`config.mk`:
```
export PLATFORM = sky130hd
export DESIGN_NAME = operand_latch
export DESIGN_NICKNAME = d
export VERILOG_FILES = /design/src/rtl/operand_latch.sv
export SDC_FILE = /design/constraint.sdc
export NUM_CORES = 1
export LEC_CHECK = 0
export CAP_MARGIN = 0
export CORE_AREA = 5 5 95 163
export DETAILED_ROUTE_END_ITERATION = 10
export DIE_AREA = 0 0 100 168
export GPL_TIMING_DRIVEN = 1
export PLACE_DENSITY = 0.84
export SYNTH_ARGS = -nofsm -noshare
export SYNTH_HDL_FRONTEND = slang
export SYNTH_SLANG_ARGS = --single-unit
```
`constraint.sdc`:
```
create_clock -name clock -period 4.85 [get_ports clock]
set_clock_uncertainty 0.15 [all_clocks]
set_input_delay 0.7275 -clock clock [delete_from_list [all_inputs] [get_ports clock]]
set_output_delay 0.7275 -clock clock [all_outputs]
set_load 0.02 [all_outputs]
```
`src/rtl/operand_latch.sv`:
```
// rtl/operand_latch.sv - decode/execute operand pipeline register with write-back bypass
//
// Ports:
//   clock, reset          single clock, synchronous active-high reset
//   stall, flush          hold contents / insert a bubble (flush wins)
//   in_valid, instr_in    instruction presented by decode
//   rs1_sel, rs2_sel      source register selects
//   rs1_data, rs2_data    read-mux outputs for those selects
//   wb_en, wb_sel, wb_data  write-back committing this cycle
//   out_valid, instr_out  latched instruction for execute
//   op_a, op_b            latched operands
//   rs1_out, rs2_out      latched source selects for hazard logic
//   stall_count           saturating count of stalled cycles holding a valid instruction
module operand_latch (
  input  logic        clock,
  input  logic        reset,
  input  logic        stall,
  input  logic        flush,
  input  logic        in_valid,
  input  logic [31:0] instr_in,
  input  logic [4:0]  rs1_sel,
  input  logic [4:0]  rs2_sel,
  input  logic [31:0] rs1_data,
  input  logic [31:0] rs2_data,
  input  logic        wb_en,
  input  logic [4:0]  wb_sel,
  input  logic [31:0] wb_data,
  output logic        out_valid,
  output logic [31:0] op_a,
  output logic [31:0] op_b,
  output logic [31:0] instr_out,
  output logic [4:0]  rs1_out,
  output logic [4:0]  rs2_out,
  output logic [31:0] stall_count
);

  logic [31:0] fwd_a;
  logic [31:0] fwd_b;
  logic        hold_hit_a;
  logic        hold_hit_b;

  // The register file commits on the same edge we sample, so its read
  // value is stale when write-back targets the register being read.
  always_comb begin
    fwd_a = rs1_data;
    fwd_b = rs2_data;
    if (rs1_sel == 5'd0)
      fwd_a = 32'd0;
    else if (wb_en && (wb_sel == rs1_sel))
      fwd_a = wb_data;
    if (rs2_sel == 5'd0)
      fwd_b = 32'd0;
    else if (wb_en && (wb_sel == rs2_sel))
      fwd_b = wb_data;
  end

  // While held, a retiring write-back to a held source must still reach
  // the operand; register 0 is never updated.
  always_comb begin
    hold_hit_a = wb_en && (wb_sel != 5'd0) && (wb_sel == rs1_out);
    hold_hit_b = wb_en && (wb_sel != 5'd0) && (wb_sel == rs2_out);
  end

  always_ff @(posedge clock) begin
    if (reset) begin
      out_valid   <= 1'b0;
      op_a        <= 32'd0;
      op_b        <= 32'd0;
      instr_out   <= 32'd0;
      rs1_out     <= 5'd0;
      rs2_out     <= 5'd0;
      stall_count <= 32'd0;
    end else if (flush) begin
      out_valid <= 1'b0;
      op_a      <= 32'd0;
      op_b      <= 32'd0;
      instr_out <= 32'd0;
      rs1_out   <= 5'd0;
      rs2_out   <= 5'd0;
    end else if (stall) begin
      if (hold_hit_a)
        op_a <= wb_data;
      if (hold_hit_b)
        op_b <= wb_data;
      if (out_valid && (stall_count != 32'hFFFF_FFFF))
        stall_count <= stall_count + 32'd1;
    end else begin
      out_valid <= in_valid;
      op_a      <= fwd_a;
      op_b      <= fwd_b;
      instr_out <= instr_in;
      rs1_out   <= rs1_sel;
      rs2_out   <= rs2_sel;
    end
  end

endmodule

```
==> results of run 1 <==
worst paths after layout:
kind,cells past startpoint,endpoint,startpoint
max,5,stall_count[13],stall_count[15]
min,2,op_b[9],op_b[9]
max reg2reg,5,stall_count[13],stall_count[15]
min reg2reg,2,op_b[9],op_b[9]
power breakdown:
| part | switching [W] | internal [W] |
|---|---|---|
| Sequential | 0.0000209 | 0.00118 |
| Clock | 0.000515 | 0.000970 |
| Combinational | 0.000219 | 0.000238 |
| Total | 0.000755 | 0.00239 |
layout by cell type (no fill, tap or decap), types with 2 or more instances in the layout:
cell               n
o41ai_2            2
mux2_1             2
nand4_1            9
nand2_1           19
mux2i_1           44
buf_4              8
o21ai_0           16
xor2_1             2
o41a_1             2
clkdlybuf4s50_1  286
a221oi_1          64
nor2_1           121
o21ba_2            2
xnor2_1           23
bufinv_16          6
nand2b_1           2
or4_1             13
inv_6              4
clkbuf_16         17
mux2_2             2
o31ai_1            9
clkinv_4           2
o211ai_1           2
nand4_2            2
a21oi_1           22
nand3_1            8
or3_1             15
nor4_1             5
dfxtp_1          139
inv_1              7
and4_1             3
nor2b_1            4
o31ai_4            2
nor3_1            68
flip-flops by register name, summed over array words and instances, names as in the netlist:
register and flops:
op_a 32, rs2_out 5, instr_out 32, out_valid 1, rs1_out 5, stall_count 32, op_b 32
critical path: stages, from the launching register on:
cell	delay [ns]
dfxtp_1	0.43
nand4_2	0.24
or4_1	0.74
nor4_2	0.84
nor4bb_1	0.16
mux2_1	0.34
layout make-up:
| type | instances | area [um^2] |
|---|---|---|
| Tap cell | 177 | 221 |
| Multi-Input combinational cell | 475 | 3050 |
| Sequential cell | 139 | 2780 |
| Clock buffer | 18 | 429 |
| Inverter | 7 | 26.3 |
| Fill cell | 1066 | 4210 |
| Clock inverter | 13 | 238 |
| Timing Repair Buffer | 296 | 2950 |
cell families after synthesis:
logic type                 after synthesis
AOI/OAI and AO/OA                      123
xor gates and xnor gates                25
adders and majority gates                1
buffers and inverters                   62
DFF                                    139
muxes                                   48
and+or+nand+nor                        278
layer usage:
metal / up-vias / track usage, %
met3: 49 / 8.36
met2: 314 / 47.5
met4: 0 / 11.1
met5: - / 0
li1: 3023 / -
met1: 3071 / 27.1
stage by stage:
| step | utilization (%) | hold WS, ns |
|---|---|---|
| finish | 69.7 | 0.341 |
| global route | 69.7 | 0.361 |
| CTS | 69.7 | 0.340 |
| detailed placement | 64.9 | 0.328 |
| global placement | 64.9 | 0.324 |
| floorplan | - | 0.411 |
==> metrics.md, run 1 <==
| Metric | Value |
|---|---|
| Status | finished, final reports clean |
| Area share of the largest cell type after synthesis | 46.1% |
| Clk Latency, worst-skew pair | 0.41 ns |
| Mapped Area | 6030 um^2 |
| DRC violations left | 0 |
| First-pass GRT wire length | 34.5 mm |
| Starting density of the core | 43.4% |
| Hold_buf cts | 0 |
| Slew Limit Fails | 0 |
| XOR/XNOR Fraction of Synth Area | 3.63% |
| Reg-to-reg slack, setup | 1.85 ns |
| Sequential fraction of the synthesis area | 46.1% |
| Pre-CTS setup slack | 1.55 ns |
| CTS buffer count | 17 |
| Multiplexer area fraction after synthesis | 8.04% |
| Initial antenna violation count | 0 |
| PwrDens | 324 nW/um^2 |
| Unrepaired setup endpoints after global routing | no |
| Layout cells sized above 1 | 5.80% |
| DRT iter0 DRCs | 310 |
| Fmax | 0.333 GHz |
| DPL Wire Length | 16.6 mm |
| Tmin final | 3.00 ns |
| Placed Area | 9030 um^2 |
| Count leader, synth | dfxtp_1 |
| Warnings, synthesis | 0 |
| Die area | 16800 um^2 |
| Hold Fails Final Rpt | 0 |
| Clk sink count | 139 |
| Die span in y | 168 um |
| Post-route ant nets | 0 |
| Total GRT Usage | 26.1% |
| Port buffer count | 287 |
| Cell taking the most area after synthesis | dfxtp_1 |
| Synth Area in Compound Gates | 15.3% |
| Setup TNS | 0 ns |
| VDD IR max | 0.254 mV |
| CTS Buffer Depth | 2 |
| Largest cells by area after synthesis | dfxtp_1, a221oi_1, nor2_1 |
| Final non-filler cell total | 1125 |
| Highest routed layer | met4 |
| Final setup viols | 0 |
| Simple-gate area share of the yosys netlist | 22.6% |
| Clock tree from TritonCTS | built |
| Vias in the first global route | 6419 |
| Worst-path clk slew | 0.06 ns |
| Post-Route WL | 22.7 mm |
| Wire length on met1 | 7.62 mm |
| Number of cells upsized or downsized after cts | 0 |
| Post-layout net count | 1086 |
| Core Box Area | 13900 um^2 |
| Leakage power | 3.51 nW |
| Critical Path End Type | flip-flop |
| Ys flop type | dfxtp_1 |
| Synth Area in Adders | 0.207% |
| Drt wl/cell | 20.2 um |
| Die W | 100 um |
| Total power | 0.00314 W |
| Worst Setup Start Kind | flip-flop |
| Post-synth EDFFs | 0 |
| GPL Wtd Cong | 0.863 |
| Register bit total from synthesis | 139 |
| Worst Path Required | 5.00 ns |
| Relative slew slack | 41.9% |
| Pin count of the biggest net entering global routing | 74 |
| Placed Cells | 1094 |
| Met3 wire length | 2.02 mm |
| H-tree levels | 4 |
| Post-synth cell types | 43 |
| Number of vias per cell | 5.74 |
| Antenna diodes | 0 |
| Synth Net Count | 826 |
| Final period util | 61.9% |
| Total vias in the final route | 6457 |
| Post-CTS setup buffer count | 0 |
| Max_cap viols | 0 |
| FP Rows | 57 |
| Post-Synthesis Cells | 676 |
| Wire length on met2 | 12.1 mm |
| Worst setup margin | 1.85 ns |
| Main combinational cell family by area after synthesis | simple AND/OR/NAND/NOR gates |
| Total gr overflow | 0 |
| Design Area, Final | 9700 um^2 |
| Synthesized area per cell | 8.93 um^2 |
| Min-delay worst type | reg -> reg |
| # IOs | 288 |
| Setup CP Type | reg -> reg |
| Crit path max fanout | 11 |
| P&R area growth vs syn | 60.7% |
| Worst Max-Slew Pin Slew | 0.865 ns |
| Clk root buf | clkbuf_16 |
| TritonRoute pass-1 iters | 7 |
| Commonest cells in the synthesized netlist | dfxtp_1, nor2_1, nor3_1 |
| Critical Path AT | 3.15 ns |
| Ys async rst share | 0% |
Power figures use the tool's default switching activity.
==> inputs of run 2 (changes only) <==
--- a/config.mk
+++ b/config.mk
@@ -6,11 +6,11 @@
 export NUM_CORES = 1
 export LEC_CHECK = 0
 export CAP_MARGIN = 0
-export CORE_AREA = 5 5 95 163
+export CORE_AREA = 5 5 98 169
 export DETAILED_ROUTE_END_ITERATION = 10
-export DIE_AREA = 0 0 100 168
+export DIE_AREA = 0 0 103 174
 export GPL_TIMING_DRIVEN = 1
-export PLACE_DENSITY = 0.84
+export PLACE_DENSITY = 0.79
 export SYNTH_ARGS = -nofsm -noshare
 export SYNTH_HDL_FRONTEND = slang
 export SYNTH_SLANG_ARGS = --single-unit
==> constraint.sdc (replaced) <==
create_clock -name clock -period 2.85 [get_ports clock]
set_clock_uncertainty 0.15 [all_clocks]
set_input_delay 0.4275 -clock clock [delete_from_list [all_inputs] [get_ports clock]]
set_output_delay 0.4275 -clock clock [all_outputs]
set_load 0.02 [all_outputs]
==> run 2 against run 1 <==
  * Routed wire length down 1.8%
  * Die area up 6.7%
  * Core utilization down 5.1 points
  * First-iteration DRC count down 7.1%
  * Final cell count up 2.1%
  * Worst setup slack worse by 1.5 ns
  * Fmax up 19%
==> metrics.md, run 2 (synthesized netlist as in run 1, its figures left out) <==
| Metric | Value |
|---|---|
| Status | finished, final reports clean |
| CTS Buffer Depth | 2 (unchanged) |
| Worst Max-Slew Pin Slew | 0.791 ns (-0.0732 ns) |
| Hold Fails Final Rpt | 0 (unchanged) |
| Post-layout net count | 1100 (+1.3%) |
| Critical Path End Type | flip-flop |
| Vias in the first global route | 6483 (+1.0%) |
| Die W | 103 um (+3.0%) |
| P&R area growth vs syn | 62.3% |
| Clk Latency, worst-skew pair | 0.41 ns (about the same) |
| Total GRT Usage | 24.6% (-1.6 points) |
| Final setup viols | 0 (unchanged) |
| Placed Area | 9220 um^2 (+2.1%) |
| Clock tree from TritonCTS | built |
| Crit-path cells | nand4_1 > or3_1 > or4_4 > or4_1 > a21oi_1 |
| First-pass GRT wire length | 34.5 mm (unchanged) |
| Final non-filler cell total | 1149 (+2.1%) |
| Worst Setup Start Kind | flip-flop |
| Post-route ant nets | 0 (unchanged) |
| Unrepaired setup endpoints after global routing | no |
| VDD IR max | 0.374 mV (+47%) |
| CTS buffer count | 17 (unchanged) |
| Setup TNS | 0 ns (unchanged) |
| Final period util | 88.4% (+27 points) |
| Post-Route WL | 22.3 mm (-1.8%) |
| Placed Cells | 1117 (+2.1%) |
| Worst Hold Margin | 0.268 ns (-0.0729 ns) |
| Antenna diodes | 0 (unchanged) |
| Slowest cell on the critical path | or4_4 |
| Clk sink count | 139 (unchanged) |
| Post-CTS setup buffer count | 0 (unchanged) |
| Hold_buf cts | 0 (unchanged) |
| Starting density of the core | 39.8% (-3.6 points) |
| Worst-path clk slew | 0.07 ns (about the same) |
| Total vias in the final route | 6412 (-0.70%) |
| CP max stage delay | 0.58 ns (-0.26 ns) |
| Tmin final | 2.52 ns (-0.482 ns) |
| Most common cell after layout, fill and taps aside | clkdlybuf4s50_1 |
| Worst path bufs/invs | 0 (unchanged) |
| Clk root buf | clkbuf_16 |
| Die span in y | 174 um (+3.6%) |
| Number of vias per cell | 5.58 (-2.8%) |
| PwrDens | 510 nW/um^2 (+57%) |
| DRC violations left | 0 (unchanged) |
| Commonest non-fill, non-tap cells in the layout | clkdlybuf4s50_1, dfxtp_1, nor2_1, nor3_1, a221oi_1 |
| Slew Limit Fails | 0 (unchanged) |
| Max_cap viols | 0 (unchanged) |
| Setup CP Type | reg -> reg |
| Initial antenna violation count | 0 (unchanged) |
| CP delay by family, top | simple AND/OR/NAND/NOR gates |
| Layout cells sized above 1 | 7.27% (+1.5 points) |
| Min-delay worst type | in -> reg |
| Relative slew slack | 47.2% (+5.4 points) |
| Port buffer count | 287 (unchanged) |
| GPL Wtd Cong | 0.900 (+4.3%) |
| Total power | 0.00499 W (+59%) |
| Core Box Area | 15200 um^2 (+9.0%) |
| Design Area, Final | 9790 um^2 (+1.0%) |
| DPL Wire Length | 16.5 mm (-0.66%) |
| Worst Path Required | 3.04 ns (-1.96 ns) |
| Crit path max fanout | 8 (-3) |
| Number of cells upsized or downsized after cts | 0 (unchanged) |
| Drt wl/cell | 19.4 um (-3.8%) |
| Fmax | 0.397 GHz (+19%) |
| Die area | 17900 um^2 (+6.7%) |
| Leakage power | 3.55 nW (+1.3%) |
| FP Rows | 60 (+5.3%) |
| # IOs | 288 (unchanged) |
| Critical Path AT | 2.71 ns (-0.44 ns) |
| DRT iter0 DRCs | 288 (-7.1%) |
| H-tree levels | 4 (unchanged) |
| Pin count of the biggest net entering global routing | 46 (-38%) |
| TritonRoute pass-1 iters | 5 (-2) |
| Total gr overflow | 0 (unchanged) |
-- run 2: cell count changes in the layout (fill, tap and decap cells not counted) --
cell	before	now
inv_6	4	5
clkbuf_8	0	1
buf_12	1	7
inv_8	0	1
bufinv_16	6	1
clkinv_4	2	3
buf_4	8	16
clkinvlp_4	0	2
-- run 2: worst register-to-register path, stage by stage (launching register included) --
cell,delay [ns]
dfxtp_1,0.40
nand4_1,0.22
or3_1,0.54
or4_4,0.58
or4_1,0.42
a21oi_1,0.14
-- run 2: metal layers --
layer  vias up  track usage [%]  share of wire, %
met5         -                0                 0
met4         0             10.8               4.2
met3        52             7.07               8.9
met2       303             43.6                53
met1      3017             26.2                34
li1       3040                -                 -
-- run 2: power by group --
part	leakage [nW]	internal, W	switching [W]	total, W
combinational	2.14	0.000423	0.000377	0.000800
clock	0.277	0.00125	0.000905	0.00215
sequential	1.13	0.00200	0.0000356	0.00204
total	3.55	0.00368	0.00132	0.00499
-- run 2: worst paths after layout --
kind	from	to	slack, ns	cells past startpoint
worst max-delay path	stall_count[12]	stall_count[21]	0.33	5
worst min-delay path	stall	out_valid	0.27	3
worst max register to register	stall_count[12]	stall_count[21]	0.33	5
worst min register to register	op_b[21]	op_b[21]	0.34	2
-- run 2: metrics by stage --
stage / utilization, % / setup slack, ns
floorplan: - / 0.379
global placement: 60.8 / 0.0913
detailed placement: 60.8 / 0.0622
CTS: 64.6 / 0.330
global route: 64.6 / 0.187
finish: 64.6 / 0.330
-- run 2: cell type report --
class                   count  area, um^2
repair buffers            310        3130
clock buffers              19         443
well taps                 186         233
inverters                   7        26.3
clock inverters            13         131
multi-input cells         475        3050
fillers                  1233        5370
flip-flops and latches    139        2780
==> inputs of run 3 (changes only) <==
--- a/config.mk
+++ b/config.mk
@@ -7,6 +7,7 @@
 export LEC_CHECK = 0
 export CAP_MARGIN = 0
 export CORE_AREA = 5 5 98 169
+export CTS_CLUSTER_DIAMETER = 100
 export DETAILED_ROUTE_END_ITERATION = 10
 export DIE_AREA = 0 0 103 174
 export GPL_TIMING_DRIVEN = 1
==> results of run 3 <==
Final layout, timing and power as in run 2 (identical DEF).
